===== config.mk =====
export PLATFORM = sky130hd
export DESIGN_NAME = mem_responder
export DESIGN_NICKNAME = d
export VERILOG_FILES = /design/src/rtl/mem_pkg.sv /design/src/rtl/mem_array.sv /design/src/rtl/mem_responder.sv
export SDC_FILE = /design/constraint.sdc
export NUM_CORES = 2
export LEC_CHECK = 0
export ABC_AREA = 0
export BUFFER_PORTS_ARGS = -buffer_cell sky130_fd_sc_hd__buf_2
export CORE_MARGIN = 2
export CORE_UTILIZATION = 36
export DETAILED_ROUTE_END_ITERATION = 6
export PLACE_DENSITY = 0.57
export SYNTH_ARGS = -nofsm -noshare
export SYNTH_HDL_FRONTEND = slang
export SYNTH_SLANG_ARGS = --single-unit
export TNS_END_PERCENT = 20

===== constraint.sdc =====
create_clock -name clk -period 4.7 [get_ports clk]
set_input_delay 1.175 -clock clk [delete_from_list [all_inputs] [get_ports clk]]
set_output_delay 1.175 -clock clk [all_outputs]
set_load 0.05 [all_outputs]

===== src/rtl/mem_pkg.sv =====
`default_nettype none
// ============================================================================
//  Module      : mem_pkg
//  Description : Shared definitions for the memory responder of the 16-bit
//                multicycle processor: default widths, FSM state encoding,
//                request-kind encoding and a strobe-decode helper.
//  Revision    : 1.0 - initial release
// ============================================================================
package mem_pkg;

    localparam int MEM_DATA_W = 16;
    localparam int MEM_ADDR_W = 16;

    typedef enum logic [1:0] {
        ST_IDLE = 2'b00,
        ST_WAIT = 2'b01,
        ST_RESP = 2'b10
    } state_t;

    typedef enum logic [1:0] {
        KIND_FETCH = 2'b00,
        KIND_LOAD  = 2'b01,
        KIND_STORE = 2'b10
    } kind_t;

    // True when two or more of the three request strobes are high.
    function automatic logic multi_strobe(input logic a, input logic b, input logic c);
        return (a & b) | (a & c) | (b & c);
    endfunction

endpackage
`default_nettype wire


===== src/rtl/mem_array.sv =====
`default_nettype none
// ============================================================================
//  Module      : mem_array
//  Description : Single-port synchronous RAM, word addressed. One write
//                port with enable and a registered read of the addressed word
//                on every rising edge (read-old on a same-edge write).
//                Contents are never reset.
//  Ports       : clk     - clock, rising edge
//                we_i    - write enable
//                addr_i  - word index
//                wdata_i - write data
//                rdata_o - registered read data
//  Revision    : 1.0 - initial release
// ============================================================================
module mem_array #(
    parameter int DATA_W = 16,
    parameter int DEPTH  = 256,
    parameter int IDX_W  = $clog2(DEPTH)
) (
    input  logic              clk,
    input  logic              we_i,
    input  logic [IDX_W-1:0]  addr_i,
    input  logic [DATA_W-1:0] wdata_i,
    output logic [DATA_W-1:0] rdata_o
);

    logic [DATA_W-1:0] mem_q [DEPTH];
    logic [DATA_W-1:0] rdata_q;

    always_ff @(posedge clk) begin
        if (we_i) begin
            mem_q[addr_i] <= wdata_i;
        end
        rdata_q <= mem_q[addr_i];
    end

    assign rdata_o = rdata_q;

endmodule
`default_nettype wire


===== src/rtl/mem_responder.sv =====
`default_nettype none
// ============================================================================
//  Module      : mem_responder
//  Description : Memory-side responder for the multicycle processor. Accepts
//                one fetch/load/store request at a time from the controller
//                strobes, waits WAIT_CYCLES wait states, then completes the
//                access against the unified instruction/data store.
//  Options     : MEM_ADDR_CHECK_EN - when defined, requests with addr >= DEPTH
//                are timed normally but suppress stores, return zero for
//                loads/fetches and pulse err together with resp_valid.
//  Ports       : clk        - clock, rising edge
//                rst        - asynchronous active-low reset
//                IRWrite    - instruction-fetch strobe
//                MemRead    - load strobe
//                MemWrite   - store strobe
//                addr       - word address (upper bits above the index wrap)
//                wdata      - store data
//                instr      - last fetched instruction
//                rdata      - last loaded data word
//                resp_valid - one-cycle completion pulse
//                mem_ready  - high while a new request can be accepted
//                err        - one-cycle illegal-request pulse
//  Note        : ADDR_W must be larger than log2(DEPTH).
//  Revision    : 1.0 - initial release
// ============================================================================
module mem_responder
    import mem_pkg::*;
#(
    parameter int DATA_W      = MEM_DATA_W,
    parameter int ADDR_W      = MEM_ADDR_W,
    parameter int DEPTH       = 256,
    parameter int WAIT_CYCLES = 2
) (
    input  logic              clk,
    input  logic              rst,
    input  logic              IRWrite,
    input  logic              MemRead,
    input  logic              MemWrite,
    input  logic [ADDR_W-1:0] addr,
    input  logic [DATA_W-1:0] wdata,
    output logic [DATA_W-1:0] instr,
    output logic [DATA_W-1:0] rdata,
    output logic              resp_valid,
    output logic              mem_ready,
    output logic              err
);

    localparam int         IDX_W    = $clog2(DEPTH);
    localparam logic [3:0] CNT_INIT = 4'(WAIT_CYCLES);

    // ------------------------------------------------------------------------
    // Registers
    // ------------------------------------------------------------------------
    state_t              state_q;
    logic [3:0]          cnt_q;
    kind_t               kind_q;
    logic [IDX_W-1:0]    idx_q;
    logic [DATA_W-1:0]   wdata_q;
    logic                oob_q;
    logic [DATA_W-1:0]   instr_q;
    logic [DATA_W-1:0]   rdata_q;
    logic                resp_valid_q;
    logic                err_q;

    // ------------------------------------------------------------------------
    // Request decode
    // ------------------------------------------------------------------------
    logic                w_any;
    logic                w_multi;
    kind_t               w_kind;
    logic                w_req_oob;

    assign w_any   = IRWrite | MemRead | MemWrite;
    assign w_multi = multi_strobe(IRWrite, MemRead, MemWrite);

    always_comb begin
        w_kind = KIND_FETCH;
        if (MemRead) begin
            w_kind = KIND_LOAD;
        end else if (MemWrite) begin
            w_kind = KIND_STORE;
        end
    end

`ifdef MEM_ADDR_CHECK_EN
    assign w_req_oob = |addr[ADDR_W-1:IDX_W];
`else
    // Upper address bits only matter for the range check; otherwise they wrap.
    logic w_addr_hi_unused;
    assign w_addr_hi_unused = ^addr[ADDR_W-1:IDX_W];
    assign w_req_oob        = 1'b0;
`endif

    // ------------------------------------------------------------------------
    // Store access
    // The RAM has a registered read, so the word must be read on the edge that
    // enters RESP. In IDLE the live address is presented so a zero-wait
    // request reads on its own acceptance edge; otherwise the latched index.
    // ------------------------------------------------------------------------
    logic [IDX_W-1:0]    w_ram_addr;
    logic                w_ram_we;
    logic [DATA_W-1:0]   w_ram_rdata;

    assign w_ram_addr = (state_q == ST_IDLE) ? addr[IDX_W-1:0] : idx_q;
    assign w_ram_we   = (state_q == ST_RESP) && (kind_q == KIND_STORE) && !oob_q;

    mem_array #(
        .DATA_W (DATA_W),
        .DEPTH  (DEPTH),
        .IDX_W  (IDX_W)
    ) u_mem_array (
        .clk     (clk),
        .we_i    (w_ram_we),
        .addr_i  (w_ram_addr),
        .wdata_i (wdata_q),
        .rdata_o (w_ram_rdata)
    );

    // ------------------------------------------------------------------------
    // Request FSM with registered outputs
    // ------------------------------------------------------------------------
    always_ff @(posedge clk or negedge rst) begin
        if (!rst) begin
            state_q      <= ST_IDLE;
            cnt_q        <= 4'd0;
            kind_q       <= KIND_FETCH;
            idx_q        <= '0;
            wdata_q      <= '0;
            oob_q        <= 1'b0;
            instr_q      <= '0;
            rdata_q      <= '0;
            resp_valid_q <= 1'b0;
            err_q        <= 1'b0;
        end else begin
            resp_valid_q <= 1'b0;
            err_q        <= 1'b0;
            case (state_q)
                ST_IDLE: begin
                    if (w_multi) begin
                        err_q <= 1'b1;
                    end else if (w_any) begin
                        kind_q  <= w_kind;
                        idx_q   <= addr[IDX_W-1:0];
                        wdata_q <= wdata;
                        oob_q   <= w_req_oob;
                        cnt_q   <= CNT_INIT;
                        state_q <= (WAIT_CYCLES > 0) ? ST_WAIT : ST_RESP;
                    end
                end
                ST_WAIT: begin
                    cnt_q <= cnt_q - 4'd1;
                    if (cnt_q == 4'd1) begin
                        state_q <= ST_RESP;
                    end
                end
                ST_RESP: begin
                    resp_valid_q <= 1'b1;
                    err_q        <= oob_q;
                    case (kind_q)
                        KIND_FETCH: instr_q <= oob_q ? '0 : w_ram_rdata;
                        KIND_LOAD:  rdata_q <= oob_q ? '0 : w_ram_rdata;
                        default:    ; // store committed through w_ram_we
                    endcase
                    state_q <= ST_IDLE;
                end
                default: begin
                    state_q <= ST_IDLE;
                end
            endcase
        end
    end

    assign instr      = instr_q;
    assign rdata      = rdata_q;
    assign resp_valid = resp_valid_q;
    assign err        = err_q;
    assign mem_ready  = (state_q == ST_IDLE);

endmodule
`default_nettype wire


==> results.cfg <==
[power_and_ir_drop]
pwr-share-clk_pct = 27.8
intPower_mw = 74.95
netSwitchingPower_mw = 40.76
vdd_drop_max_mv = 0.8440
seqPwrFrac_pct = 42.0
leakage_nw = 54.53
combPwrFrac_pct = 30.2
switching_share_pct = 35.22
powerDensity_nw_per_um2 = 647.1

[cells_and_area]
final_common_cell = edfxtp_1
regArea_sq_um = 125000
layout_common_cells = edfxtp_1 (4,096), a22oi_1 (2,048), a21oi_1 (1,026)
nFillCells = 37150
nets = 9344
layout-drive-gt1-share_pct = 16.12
multiInputGateArea_sq_um = 25930
syn2layout_area_growth_pct = 16.60
fin_util_pct = 42.17

[worst_setup_path]
critPathKind = reg2reg
crit_start = state_q[1]
critical_path_arrival_ns = 5.28
rr_worst_depth = 13
worstSetupEndpointType = flop
r2r_setup_slack_ns = 0.30
r2r-end = u_mem_array.rdata_o[0]
crit_path_end = u_mem_array.rdata_o[0]
crit_required_ns = 5.57
crit_path_max_fanout = 45
start_kind = flop
r2r-start = state_q[1]

[drt]
viasPerCell = 5.740
drt_iter0_markers = 11260
via_count = 87970
first_pass_iters = 7
post_drt_wl_per_cell_microns = 28.86
routed_wl_microns = 442200
route.detailed.drc = 2
antenna_left = 0

[synth]
synth_top_family_by_area = compound AO/OA/AOI/OAI gates
synth-adder-area-share_pct = 0.01632
syn_avg_cell_area_sq_um = 17.68
synth_simple_gate_area_share_pct = 0.9856
synth_mux_area_share_pct = 0.3957
synth_compound_area_share_pct = 15.33
synth_area_sq_um = 153400
synth-xor-area-share_pct = 0.01713
ys_types = 45
yosysWarnings = 0
synth_nets = 8712
synth-seq-cells = 4178
syn_inst = 8673
yosysSeqAreaShare_pct = 81.49

[placement]
dp_slack_ns = -0.2523
place_congestion = 0.8528
dp_hpwl_microns = 261200
numPortBuffers = 63

[timing]
drv_slew = 0
holdWs_ns = 0.2614
skew_ns = 0.1126
fmax_ghz = 0.2270
final-hold-violation-count = 0
fin_setup_tns_ns = 0
timing.final.crit_period_ns = 4.405
slew_headroom_pct = 5.877
worst_slack_ns = 0.2951
rsz0062_at_grt = false
setup_viol = 0
worstMarginPinSlew_ns = 1.394
fin_crit_sh_pct = 93.72

[outcome]
violations = DRC
status = finished, violations left

[floorplanning]
core-area_sq_um = 424000
rows = 239
die_x_microns = 656.7
dieHeight_microns = 656.7
ios = 72
die_area_sq_um = 431200
initial_utilization_pct = 36.17

[clock_network]
cts_max_path_buffers = 4
cts_made_buffers = 408
post_cts_resized = 0
hold_buffers = 0
cts.sinks = 4178
insertion_delay_ns = 1.01
clk_pin_slew_ns = 0.06
cts_tree = built
root_buffer = clkbuf_16
post-cts-setup-buffers = 0
cts_max_level = 5

[global_route]
grt_usage_pct = 19.71
grt_pass1_vias = 85250
grt_max_degree = 145
antenna_found_initial = 26
overflow = 0
grt_pass1_wl_microns = 625100

[min_path]
hp-class = in2async

[flow_run]
cap_violations = 0
-- metal layers --
layer / wire length [microns] / vias to the layer above / global-route usage [%]
met5: 62 / - / 0
met4: 14640 / 12 / 6.193
met3: 38480 / 702 / 3.679
met2: 212200 / 4146 / 32.28
met1: 176800 / 45540 / 26.65
li1: - / 37570 / -
-- synth_stat cells, drive strengths merged --
| library cell | n | share of area (%) |
|---|---|---|
| or3 | 1 | 0.0041 |
| o21a | 5 | 0.024 |
| o21ai | 16 | 0.055 |
| and2 | 2 | 0.0082 |
| o211ai | 1 | 0.0049 |
| nand3 | 25 | 0.082 |
| or4 | 17 | 0.083 |
| ha | 2 | 0.016 |
| nor3 | 3 | 0.0098 |
| xnor2 | 2 | 0.011 |
| or2 | 2 | 0.0082 |
| o22a | 1 | 0.0057 |
| inv | 9 | 0.022 |
| clkbuf | 450 | 1.1 |
| nor3b | 3 | 0.015 |
| a21oi | 1026 | 3.3 |
| xor2 | 1 | 0.0057 |
| dfxtp | 16 | 0.21 |
| nor2 | 256 | 0.63 |
| mux2i | 1 | 0.0065 |
| mux2 | 53 | 0.39 |
| buf | 198 | 0.63 |
| o31ai | 4 | 0.023 |
| nand2b | 12 | 0.049 |
| o31a | 2 | 0.012 |
| nor2b | 1 | 0.0041 |
| clkinv | 1 | 0.0057 |
| dfrtp | 66 | 1.1 |
| a31oi | 1 | 0.0041 |
| or4b | 2 | 0.013 |
| a41oi | 64 | 0.37 |
| edfxtp | 4096 | 80 |
| nand2 | 26 | 0.064 |
| o41ai | 256 | 1.5 |
| a22oi | 2048 | 10 |
| nand3b | 4 | 0.020 |
-- power groups by stage --
stage	clock network [mW]	registers, mW	logic (mW)
floorplan	0	52.0	15.6
global placement	0	49.3	34.1
detailed placement	0	49.4	34.7
CTS	32.6	48.6	34.8
global route	34.0	48.7	36.8
finish	32.2	48.6	34.9
-- worst min-delay path by stage --
stage / end / cells after the start / slack (ns) / from
floorplan: instr[0] / 1 / 0.46 / u_mem_array.rdata_o[0]
global route: wdata_q[5] / 1 / 0.27 / rst
detailed placement: rdata[3] / 1 / 0.49 / rdata[3]
finish: wdata_q[9] / 1 / 0.26 / rst
CTS: wdata_q[5] / 1 / 0.24 / rst
global placement: rdata[6] / 1 / 0.48 / u_mem_array.rdata_o[6]
-- registers in the layout, summed over array words and instances (netlist names) --
| signal | cells |
|---|---|
| resp_valid | 1 |
| err | 1 |
| instr | 16 |
| idx_q | 8 |
| cnt_q | 4 |
| state_q | 2 |
| kind_q | 2 |
| wdata_q | 16 |
| u_mem_array.rdata_o | 16 |
| rdata | 16 |
| u_mem_array.mem_q | 4096 |
-- critical path, stage by stage, from the launching register on --
cell and delay [ns]:
dfrtp_1 0.46, or2_1 0.22, clkinv_4 0.21, o31ai_4 0.87
buf_12 0.28, buf_12 0.27, buf_4 0.36, a22oi_1 0.14
a21oi_1 0.31, o41ai_1 0.16, buf_4 0.22, a41oi_1 0.33
buf_4 0.23, or4_1 0.11
-- layout make-up --
class / count / share of cell area (%)
tap: 5663 / 3.963
timing repair buffer: 870 / 4.259
sequential: 4178 / 69.92
inverter: 10 / 0.02379
multi-input combinational: 3837 / 14.50
clock inverter: 262 / 1.357
clock buffer: 497 / 5.962
antenna: 9 / 0.01260
-- kinds of logic after synthesis --
kind of cell,count (synthesis)
compound gates,3424
xor+xnor,3
simple gates,354
mux,54
fa+ha+maj,2
buf+inv,658
flops,4178
-- stage by stage --
stage | instances | power [mW] | instance area [sq um]
CTS | 15320 | 115.9 | 178800
floorplan | 8673 | 67.65 | 153400
global placement | 14560 | 83.38 | 165700
detailed placement | 14560 | 84.08 | 165700
global route | 15320 | 119.5 | 178800
finish | 15330 | 115.7 | 178800
Power figures use the tool's default switching activity.
